$ cat src/rtl/can_pkg.sv
// ============================================================================
// can_pkg : bus levels and bit-tick conventions shared by the CAN tx/rx stages
// Revision: 1.0
// ============================================================================
`default_nettype none

package can_pkg;

  localparam logic RECESSIVE = 1'b1;
  localparam logic DOMINANT  = 1'b0;

  localparam int STUFF_LEN_DEFAULT = 5;
  localparam int CNT_W_DEFAULT     = 3;

  // Both ticks are single-cycle, active-high pulses from the bit timing logic.
  typedef struct packed {
    logic bit_start;
    logic sample;
  } bit_ticks_t;

endpackage

`default_nettype wire

$ cat src/rtl/stuff_run_counter.sv
// ============================================================================
// stuff_run_counter : run-length tracker and stuff-insertion decision
// Revision: 1.0
// ============================================================================
`default_nettype none

module stuff_run_counter
  import can_pkg::*;
#(
  parameter int STUFF_LEN = STUFF_LEN_DEFAULT,
  parameter int CNT_W     = CNT_W_DEFAULT
) (
  input  logic clock,
  input  logic reset,
  input  logic clear,
  input  logic advance,
  input  logic window,
  input  logic bit_in,
  output logic insert,
  output logic stuff_value
);

  logic [CNT_W-1:0] r_cnt;
  logic             r_last;
  logic             w_insert;

  // Leaving the window discards a pending stuff bit.
  assign w_insert    = window && (r_cnt == CNT_W'(STUFF_LEN));
  assign insert      = w_insert;
  assign stuff_value = ~r_last;

  always_ff @(posedge clock) begin
    if (!reset || clear) begin
      r_cnt  <= '0;
      r_last <= RECESSIVE;
    end else if (advance) begin
      if (w_insert) begin
        // The stuff bit itself starts the next run.
        r_cnt  <= CNT_W'(1);
        r_last <= ~r_last;
      end else if (window) begin
        r_cnt  <= ((bit_in == r_last) && (r_cnt != '0)) ? r_cnt + CNT_W'(1) : CNT_W'(1);
        r_last <= bit_in;
      end else begin
        r_cnt  <= '0;
        r_last <= RECESSIVE;
      end
    end
  end

endmodule

`default_nettype wire

$ cat src/rtl/tx_stuff_unit.sv
// ============================================================================
// tx_stuff_unit : CAN transmit bit stuffing, shift control and bit monitoring
// Revision: 1.0
// ============================================================================
`default_nettype none

module tx_stuff_unit
  import can_pkg::*;
#(
  parameter int STUFF_LEN = STUFF_LEN_DEFAULT,
  parameter int CNT_W     = CNT_W_DEFAULT
) (
  input  logic clock,
  input  logic reset,
  input  logic tx_en,
  input  logic bittick,
  input  logic smpltick,
  input  logic stuff_en,
  input  logic arb_field,
  input  logic data_in,
  input  logic rx_bit,
  output logic tx_bit,
  output logic shift_req,
  output logic stuff_active,
  output logic bit_error,
  output logic arb_lost
);

  bit_ticks_t w_ticks;
  logic       w_insert;
  logic       w_stuff_value;
  logic       w_mismatch;
  logic       w_arb_loss;

  logic r_tx_bit;
  logic r_shift_req;
  logic r_stuff_active;
  logic r_bit_error;
  logic r_arb_lost;

  assign w_ticks = '{bit_start: bittick, sample: smpltick};

  stuff_run_counter #(
    .STUFF_LEN (STUFF_LEN),
    .CNT_W     (CNT_W)
  ) u_run_counter (
    .clock       (clock),
    .reset       (reset),
    .clear       (~tx_en),
    .advance     (w_ticks.bit_start & tx_en),
    .window      (stuff_en),
    .bit_in      (data_in),
    .insert      (w_insert),
    .stuff_value (w_stuff_value)
  );

  // Compared against the registered bit, i.e. the value before any same-cycle bittick update.
  assign w_mismatch = (rx_bit != r_tx_bit);
  assign w_arb_loss = (r_tx_bit == RECESSIVE) && (rx_bit == DOMINANT) &&
                      arb_field && !r_stuff_active;

  always_ff @(posedge clock) begin
    if (!reset || !tx_en) begin
      r_tx_bit       <= RECESSIVE;
      r_shift_req    <= 1'b0;
      r_stuff_active <= 1'b0;
      r_bit_error    <= 1'b0;
      r_arb_lost     <= 1'b0;
    end else begin
      r_shift_req <= 1'b0;
      r_bit_error <= 1'b0;
      r_arb_lost  <= 1'b0;
      if (w_ticks.bit_start) begin
        if (w_insert) begin
          // Data bit is held: no shift request during a stuff bit time.
          r_tx_bit       <= w_stuff_value;
          r_stuff_active <= 1'b1;
        end else begin
          r_tx_bit       <= data_in;
          r_stuff_active <= 1'b0;
          r_shift_req    <= 1'b1;
        end
      end
      if (w_ticks.sample) begin
        r_bit_error <= w_mismatch && !w_arb_loss;
        r_arb_lost  <= w_mismatch && w_arb_loss;
      end
    end
  end

  assign tx_bit       = r_tx_bit;
  assign shift_req    = r_shift_req;
  assign stuff_active = r_stuff_active;
  assign bit_error    = r_bit_error;
  assign arb_lost     = r_arb_lost;

endmodule

`default_nettype wire

$ cat config.mk
export PLATFORM = sky130hd
export DESIGN_NAME = tx_stuff_unit
export DESIGN_NICKNAME = d
export VERILOG_FILES = /design/src/rtl/can_pkg.sv /design/src/rtl/stuff_run_counter.sv /design/src/rtl/tx_stuff_unit.sv
export SDC_FILE = /design/constraint.sdc
export NUM_CORES = 1
export LEC_CHECK = 0
export ABC_AREA = 1
export ABC_CLOCK_PERIOD_IN_PS = 1100
export CORE_AREA = 5 5 42 44
export CTS_BUF_LIST = sky130_fd_sc_hd__clkbuf_4 sky130_fd_sc_hd__clkbuf_8
export DETAILED_ROUTE_END_ITERATION = 8
export DIE_AREA = 0 0 47 49
export PLACE_DENSITY_LB_ADDON = 0.3
export SLEW_MARGIN = 20
export SYNTH_ARGS = -nofsm -noshare
export SYNTH_HDL_FRONTEND = slang
export SYNTH_SLANG_ARGS = --single-unit
export TNS_END_PERCENT = 1
$ cat constraint.sdc
create_clock -name clock -period 1.1 [get_ports clock]
set_input_delay 0.33 -clock clock [delete_from_list [all_inputs] [get_ports clock]]
set_output_delay 0.33 -clock clock [all_outputs]
set_load 0.02 [all_outputs]
==> qor.yml <==
status: "finished, violations left"
failed_checks: "setup timing"
cp_num_buf_inv: 2
grt_pass1_wl_mm: 1.66
finalPower_w: 0.000760
path_max_fanout: 5
drt_iter0_markers: 6
synth_cells: 61
coreArea_um2: 1400
worst_ep_required_time_ns: 1.27
fp.dieW_um: 47
initial_core_util: 0.319
place_ws_ns: -0.407
maxCapViolCount: 0
worst_slack_ns: -0.0145
slew_headroom: 0.857
mostFrequentLayoutCells: "nand2_1, buf_4, inv_1, nand2_2, dfxtp_1"
cts_tree: "built"
hold_viol: 0
clk_pin_slew_ns: 0.06
crit_arrival_ns: 1.28
powerDensity_nw_per_um2: 1010
final_common_cell: "nand2_1"
grt_pass1_vias: 412
post_cts_buffers: 0
startpoint_type: "input port"
synth_warnings: 0
syn_area_um2: 447
peakVddDrop_mv: 0.464
rows: 14
vias: 484
setup_violations: 1
grt_usage: 0.102
grt_setup_unrepaired: "true"
routed_wl_mm: 1.18
slew_viol_final: 0
critPathSlowestCell: "clkdlybuf4s50_1"
slowest_delay_ns: 0.47
timing_worst_slew_pin_value_ns: 0.213
ys_seq_area_frac: 0.403
globalRouteOverflowTotal: 0
yosys.area.top_type: "dfxtp_1"
path_delay_family: "buffers and inverters"
dp_hpwl_um: 769
max_freq_ghz: 0.897
portBuffers: 13
hp-class: "input port to register"
clock_skew_ns: 0.00899
dieArea_um2: 2300
drc: 0
nFillCells: 140
synth_seq_cells: 9
hold_slack_ns: 0.445
die_y_um: 49
firstDrtPassIters: 5
synth_nets: 74
layout-drive-gt1-share: 0.435
end_kind: "register"
place.gp.congestion: 0.763
vias_per_cell: 4.79
clk_latency_ns: 0.27
io_pins: 14
synth_top_area_share: 0.403
diodes: 0
path_cells: "clkdlybuf4s50_1 > nand2_2 > inv_1 > nand2_1 > nor4_4"
cts_max_level: 1
syn_area_per_cell_um2: 7.32
nets: 99
area_growth_pct: 68.6
period_share: 1.01
drtAntennaViolNets: 0
synth_cell_type_count: 16
setup_tns_ns: -0.0145
grt_antenna_before_repair: 0
crit_type: "input port to register"
numCtsBuffers: 3
grt_max_degree: 6
p_leak_nw: 0.365
cts_sinks: 9
hold_buffers: 0
synthTopCellsByArea: "dfxtp_1, nand2_1, ha_1"
root_buffer: "clkbuf_4"
period_needed_ns: 1.11
routedWlPerCell_um: 11.7
clockBufferDepth: 2
## metal layers
metal  vias to the layer above  GRT usage  share of wire  routed length (µm)
met5                         -          0              0                   0
met4                         0     0.0829          0.029                  34
met3                         5     0.0332          0.094                 111
met2                        19      0.145           0.51                 605
met1                       219      0.119           0.36                 426
li1                        241          -              -                   -
## metrics by stage
| stage | util | cells | area [µm²] |
|---|---|---|---|
| 6_report | 0.538 | 101 | 753 |
| 5_1_grt | 0.538 | 101 | 753 |
| 4_1_cts | 0.481 | 101 | 674 |
| 3_5_place_dp | 0.463 | 97 | 649 |
| 3_3_place_gp | 0.463 | 97 | 649 |
| 2_1_floorplan | - | 61 | 447 |
## tightest hold or removal path, stage by stage
cell and delay [ns]:
dlymetal6s2s_1 0.15, nand2_2 0.12, nor2_1 0.07
## state kept, by name (all words and copies together), names as in the netlist
signal and flops:
u_run_counter.r_cnt 3, arb_lost 1, bit_error 1, shift_req 1, stuff_active 1, tx_bit 1, u_run_counter.r_last 1
## cell families (layout without fill, tap and decap cells)
family | after synthesis | in the layout | share of synthesized area
AOI/OAI and AO/OA | 10 | 10 | 0.132
buffers and inverters | 11 | 35 | 0.0952
DFF | 9 | 9 | 0.403
xor gates and xnor gates | 1 | 1 | 0.0196
and+or+nand+nor | 26 | 26 | 0.238
adders and majority gates | 4 | 4 | 0.112
## worst paths after layout
path	from	to	slack (ns)	cells past startpoint
worst min register to register	u_run_counter.r_last$_SDFFE_PP1P_	u_run_counter.r_last$_SDFFE_PP1P_	0.53	2
worst min-delay path	tx_en	shift_req$_SDFF_PP0_	0.45	3
worst max register to register	tx_bit$_SDFFE_PP1P_	arb_lost$_SDFF_PP0_	0.03	3
worst max-delay path	reset	arb_lost$_SDFF_PP0_	-0.01	5
## repair_timing
| action | CTS | global route |
|---|---|---|
| pin swaps | 3 | 9 |
| endpoints found under the setup margin | 13 | 10 |
| resized for setup | 29 | 25 |
## Yosys cell counts
master	n
a21oi_1	3
a22oi_1	1
clkinv_2	1
dfxtp_1	9
ha_1	4
inv_1	10
nand2_1	17
nand2_2	1
nand3_1	2
nor2_1	4
nor3_1	1
nor4_1	1
o21ai_0	4
o21bai_1	1
o221ai_1	1
xor2_1	1
## layout make-up
| type | instances | area (µm²) | area share |
|---|---|---|---|
| timing repair buffer | 20 | 168 | 0.223 |
| tap | 16 | 20.0 | 0.0266 |
| clock buffer | 4 | 30.0 | 0.0399 |
| multi-input combinational | 41 | 303 | 0.402 |
| sequential | 9 | 188 | 0.249 |
| inverter | 11 | 45.0 | 0.0598 |
## power breakdown
group          internal (W)  switching, W
Clock              0.000165      0.000118
Sequential         0.000334    0.00000574
Combinational     0.0000697     0.0000685
Note: power is estimated with default switching activity, not from simulation.
